$ cat src/rtl/chunked_subtractor_pkg.sv
// Shared types and helpers for the chunked (multi-cycle) subtractor.
package chunked_subtractor_pkg;

  typedef enum logic [1:0] {
    IDLE = 2'd0,
    RUN  = 2'd1,
    DONE = 2'd2
  } state_t;

  // Signed overflow of a - b: operands differ in sign and the result sign follows b.
  function automatic logic sub_overflow(input logic a_msb, input logic b_msb, input logic r_msb);
    return (a_msb != b_msb) && (r_msb != a_msb);
  endfunction

endpackage

$ cat src/rtl/chunked_subtractor_sub_chunk.sv
// Combinational cascade_size-bit subtract slice: {bout, d} = a - b - bin.
module chunked_subtractor_sub_chunk #(
  parameter int width = 4
) (
  input  logic [width-1:0] a,
  input  logic [width-1:0] b,
  input  logic             bin,
  output logic [width-1:0] d,
  output logic             bout
);

  logic [width:0] wide_s;

  // One extra bit captures the borrow: it is set exactly when the true difference is negative.
  always_comb begin
    wide_s = {1'b0, a} - {1'b0, b} - {{width{1'b0}}, bin};
    d      = wide_s[width-1:0];
    bout   = wide_s[width];
  end

endmodule

$ cat src/rtl/chunked_subtractor.sv
// Multi-cycle subtractor: R = A - B - B_IN, one cascade_size-bit chunk per clock.
// Define CHUNKED_SUBTRACTOR_OVF_EN to enable the signed-overflow flag OVF.
module chunked_subtractor
  import chunked_subtractor_pkg::*;
#(
  parameter int cascade_size = 4,
  parameter int word_width   = 16
) (
  input  logic                  CLK,
  input  logic                  RESET,
  input  logic                  IN_VALID,
  output logic                  IN_READY,
  input  logic [word_width-1:0] A,
  input  logic [word_width-1:0] B,
  input  logic                  B_IN,
  output logic                  OUT_VALID,
  input  logic                  OUT_READY,
  output logic [word_width-1:0] R,
  output logic                  B_OUT,
  output logic                  OVF
);

  localparam int N  = word_width / cascade_size;
  localparam int CW = $clog2(N) + 1;
  localparam int IW = (word_width > 1) ? $clog2(word_width) : 1;
  localparam logic [CW-1:0] LAST = CW'(N - 1);

  if ((cascade_size < 1) || (word_width % cascade_size != 0)) begin : g_width_check
    $error("chunked_subtractor: word_width must be a positive multiple of cascade_size");
  end

  state_t                  state_r;
  logic [CW-1:0]           cnt_r;
  logic [word_width-1:0]   a_r;
  logic [word_width-1:0]   b_r;
  logic                    borrow_r;
  logic [word_width-1:0]   res_r;
  logic                    b_out_r;
  logic                    in_ready_r;
  logic                    out_valid_r;

  logic [IW-1:0]           base_s;
  logic [cascade_size-1:0] a_chunk_s;
  logic [cascade_size-1:0] b_chunk_s;
  logic [cascade_size-1:0] diff_s;
  logic                    bout_s;

  // Select the operand chunk addressed by the counter for the shared slice.
  always_comb begin
    base_s    = IW'(cnt_r) * IW'(cascade_size);
    a_chunk_s = a_r[base_s +: cascade_size];
    b_chunk_s = b_r[base_s +: cascade_size];
  end

  chunked_subtractor_sub_chunk #(
    .width(cascade_size)
  ) sub_chunk (
    .a   (a_chunk_s),
    .b   (b_chunk_s),
    .bin (borrow_r),
    .d   (diff_s),
    .bout(bout_s)
  );

`ifdef CHUNKED_SUBTRACTOR_OVF_EN
  logic ovf_r;
`endif

  // Control FSM, chunk datapath and registered handshake/result outputs.
  always_ff @(posedge CLK) begin
    if (RESET) begin
      state_r     <= IDLE;
      cnt_r       <= {CW{1'b0}};
      a_r         <= {word_width{1'b0}};
      b_r         <= {word_width{1'b0}};
      borrow_r    <= 1'b0;
      res_r       <= {word_width{1'b0}};
      b_out_r     <= 1'b0;
      in_ready_r  <= 1'b1;
      out_valid_r <= 1'b0;
`ifdef CHUNKED_SUBTRACTOR_OVF_EN
      ovf_r       <= 1'b0;
`endif
    end else begin
      case (state_r)
        IDLE: begin
          if (IN_VALID) begin
            a_r        <= A;
            b_r        <= B;
            borrow_r   <= B_IN;
            cnt_r      <= {CW{1'b0}};
            state_r    <= RUN;
            in_ready_r <= 1'b0;
          end
        end
        RUN: begin
          res_r[base_s +: cascade_size] <= diff_s;
          borrow_r <= bout_s;
          cnt_r    <= cnt_r + CW'(1);
          if (cnt_r == LAST) begin
            // Final chunk carries the sign bits, so the flags are finalised here.
            b_out_r     <= bout_s;
            state_r     <= DONE;
            out_valid_r <= 1'b1;
`ifdef CHUNKED_SUBTRACTOR_OVF_EN
            ovf_r <= sub_overflow(a_r[word_width-1], b_r[word_width-1], diff_s[cascade_size-1]);
`endif
          end
        end
        DONE: begin
          if (OUT_READY) begin
            state_r     <= IDLE;
            out_valid_r <= 1'b0;
            in_ready_r  <= 1'b1;
          end
        end
        default: begin
          state_r     <= IDLE;
          in_ready_r  <= 1'b1;
          out_valid_r <= 1'b0;
        end
      endcase
    end
  end

  assign IN_READY  = in_ready_r;
  assign OUT_VALID = out_valid_r;
  assign R         = res_r;
  assign B_OUT     = b_out_r;
`ifdef CHUNKED_SUBTRACTOR_OVF_EN
  assign OVF       = ovf_r;
`else
  assign OVF       = 1'b0;
`endif

endmodule
$ cat config.mk
export PLATFORM = sky130hd
export DESIGN_NAME = chunked_subtractor
export DESIGN_NICKNAME = d
export VERILOG_FILES = /design/src/rtl/chunked_subtractor_pkg.sv /design/src/rtl/chunked_subtractor_sub_chunk.sv /design/src/rtl/chunked_subtractor.sv
export SDC_FILE = /design/constraint.sdc
export NUM_CORES = 1
export LEC_CHECK = 0
export CAP_MARGIN = 40
export CORE_ASPECT_RATIO = 1.75
export CORE_MARGIN = 2
export CORE_UTILIZATION = 52
export CTS_BUF_LIST = sky130_fd_sc_hd__clkbuf_4 sky130_fd_sc_hd__clkbuf_8
export DETAILED_ROUTE_END_ITERATION = 16
export PLACE_DENSITY_LB_ADDON = 0.12
export SLEW_MARGIN = 40
export SYNTH_ARGS = -nofsm -noshare
export SYNTH_HDL_FRONTEND = slang
export SYNTH_SLANG_ARGS = --single-unit
$ cat constraint.sdc
create_clock -name CLK -period 4 [get_ports CLK]
set_clock_uncertainty 0.05 [all_clocks]
set_input_delay 0.8 -clock CLK [delete_from_list [all_inputs] [get_ports CLK]]
set_output_delay 0.8 -clock CLK [all_outputs]
set_load 0.02 [all_outputs]
==> qor.csv <==
stage,metric,value,unit
status,status,"complete, no violations",
die,Core ar.,4892,um2
route,Vias/cell,5.349,
sta,Final period util,72.97,%
finish,Util after Layout,68.59,%
clock_tree,clk_lat worst skew,0.35,ns
clock_tree,Max Buffers Root-to-Sink,2,
placed_design,dpl ws,1.074,ns
die,die width,57.30,um
setup_path,Worst setup SP type,flip-flop,
synth,largest family of logic cells by synthesized area,simple AND/OR/NAND/NOR gates,
clock_tree,CTS tree,built,
route,WL per Instance,13.29,um
sta,final worst setup slack,1.081,ns
setup_path,Slowest cell on crit path,dfxtp_1,
clock_tree,Post-CTS Setup Inserts,0,
synth,Syn Nets,345,
power_and_ir_drop,P_leak,0.001273,uW
sta,"Hold Vio Cnt, Final",0,
synth,compound-gate portion of the synthesized area,14.91,%
setup_path,Critical Path AT,3.09,ns
sta,Slew @ Worst Pin,0.6549,ns
sta,minimum clock period,2.919,ns
finish,"most common cell after layout, fill and taps aside",nand2_1,
placed_design,RePlAce Congestion,0.8128,
synth,Mapped Avg Cell Area,8.763,um2
grt,number of global-route vias before repair,2142,
placed_design,final HPWL from detailed placement,3886,um
clock_tree,clock sinks,57,
synth,Post-Synth XOR/XNOR Area,0.6776,%
synth,adder-cell share of the synthesized area,6.873,%
clock_tree,# H-tree levels,3,
clock_tree,CTS Hold Buffers Added,0,
sta,max-slew violation count,0,
sta,fmax,342.6,MHz
route,TritonRoute pass-1 iters,4,
synth,"Cell Area, Synth",2585,um2
route,via count,2161,
clock_tree,CTS Buf Count,9,
route,Final ANT Viol Nets,0,
synth,Synth Area in Simple Gates,19.75,%
power_and_ir_drop,pwr dens,427.1,nW/um2
grt,GRT Residual Overflow,0,
setup_path,Crit path required time,4.17,ns
finish,# diodes,0,
clock_tree,clock transition at the registers of the reported paths,0.06,ns
grt,GRT Util Overall,22.01,%
run,MaxCap Viol Count,0,
setup_path,Most common cell on crit path,ha_1,
synth,Ys Warns,0,
finish,fill count,429,
die,site row count,34,
setup_path,"critical path, cell by cell",buf_4 -> mux4_2 -> ha_1 -> inv_1 -> ha_1 -> nor2_1 -> a21boi_0 -> a311oi_2 -> o21ai_1,
clock_tree,Post-CTS Resized,0,
power_and_ir_drop,Worst IR Drop VDD,0.4341,mV
sta,Hold WS,0.4021,ns
setup_path,maximum fanout along the worst path,9,
min_path,Hold Path Class,flip-flop to flip-flop,
route,DRC,0,
synth,#FFs+latches synth,57,
route,Total Wirelength,5370,um
sta,Slew headroom,56.34,%
die,Starting Density,52.84,%
grt,initial antenna violation count,0,
sta,RSZ-0062 raised after global routing,false,
finish,most frequent cells in the layout,"nand2_1 (68), dfxtp_1 (57), clkdlybuf4s50_1 (54)",
sta,"Setup violations, final",0,
grt,global-route wire length before repair,9473,um
synth,Synth cell types,34,
placed_design,# port buffers,55,
route,1st-iter DRT viols,61,
setup_path,kind of end point of the critical path,flip-flop,
die,num ports,57,
sta,TNS Setup,0,ns
setup_path,"Largest stage delay, worst path",0.55,ns
grt,largest net degree at the start of global routing,47,
clock_tree,CTS root buffer,clkbuf_8,
synth,Post-Synthesis Cells,295,
synth,multiplexer share of the synthesized area,7.115,%
finish,area grow syn2layout,29.82,%
setup_path,critical path class,flip-flop to flip-flop,
synth,sequential-to-total area share from yosys stat,44.14,%
die,DIE AREA,5573,um2
finish,Final nets,395,
finish,share of layout cells above drive strength 1,9.429,%
die,die height,97.27,um
==> through the flow <==
step | power [uW] | instance area (um2) | cells
2_1_floorplan | 771.5 | 2585 | 295
3_3_place_gp | 849.8 | 3137 | 388
3_5_place_dp | 853.4 | 3137 | 388
4_1_cts | 1444 | 3356 | 404
5_1_grt | 1496 | 3356 | 404
6_report | 1433 | 3356 | 404
==> power breakdown <==
part	internal (uW)	leakage, uW	switching (uW)
Combinational	105	0.000702	119
Sequential	596	0.000465	20.1
Clock	363	0.000106	231
==> sequential cells by signal (all words and copies together) (netlist names) <==
signal and cells:
B_OUT 1, IN_READY 1, OUT_VALID 1, R 16, a_r 16, b_r 16
borrow_r 1, cnt_r 3, state_r 2
==> path summary, 6_finish.rpt <==
path,startpoint,to,slack [ns],cells after the start
worst max-delay path,cnt_r[0],R[15],1.08,9
worst min-delay path,b_r[15],b_r[15],0.40,2
worst max register to register,cnt_r[0],R[15],1.08,9
worst min register to register,b_r[15],b_r[15],0.40,2
==> critical path: cells and delay by family, from the launching register on <==
family | cells | cell delay, ns
buf+inv | 2 | 0.31
flops | 1 | 0.55
mux | 1 | 0.52
simple gates | 1 | 0.07
compound gates | 3 | 0.71
fa+ha+maj | 2 | 0.59
==> cells by family after synthesis <==
family,count (synthesis)
and+or+nand+nor,110
AOI/OAI and AO/OA,65
DFF,57
buffers and inverters,39
adders and majority gates,13
muxes,8
xor gates and xnor gates,2
other,1
==> area by class of cell <==
cell class,instances,area (um2),area share (%)
clock buffer,11,138.9,4.139
clock inverter,5,80.08,2.386
inverter,20,75.07,2.237
multi-input combinational,199,1285,38.29
sequential,57,1141,34.00
tap,54,67.56,2.013
timing repair buffer,58,568.0,16.93
==> cell usage after synthesis, drive strengths merged <==
library cell  count  share of area (%)
a211oi            3               0.87
a21boi            1               0.29
a21oi            40                7.7
a22oi            13                3.8
a311oi            2               0.92
a31oi             1               0.24
buf              13                2.6
clkbuf            6               0.87
conb              1               0.15
dfxtp            57                 44
fa                2                1.5
ha               11                5.3
inv              20                2.9
mux4              8                7.1
nand2            68                9.9
nand2b            4               0.97
nand3             2               0.39
nand3b            7                2.5
nor2             20                2.9
nor2b             1               0.24
nor3              2               0.39
nor3b             1               0.48
nor4              2               0.73
nor4b             1               0.58
o21ai             4               0.77
o21bai            1               0.29
or2               1               0.24
or4bb             1               0.44
xnor2             2               0.68
==> metal layers <==
metal	share of wire (%)	wire length (um)	global-route usage, %	vias to the layer above
met5	0	0	0	-
met4	2.5	134	11.45	0
met3	3.8	203	6.525	15
met2	55	2934	37.75	50
met1	39	2097	23.63	1009
li1	-	-	-	1087
Note: power is estimated with default switching activity, not from simulation.
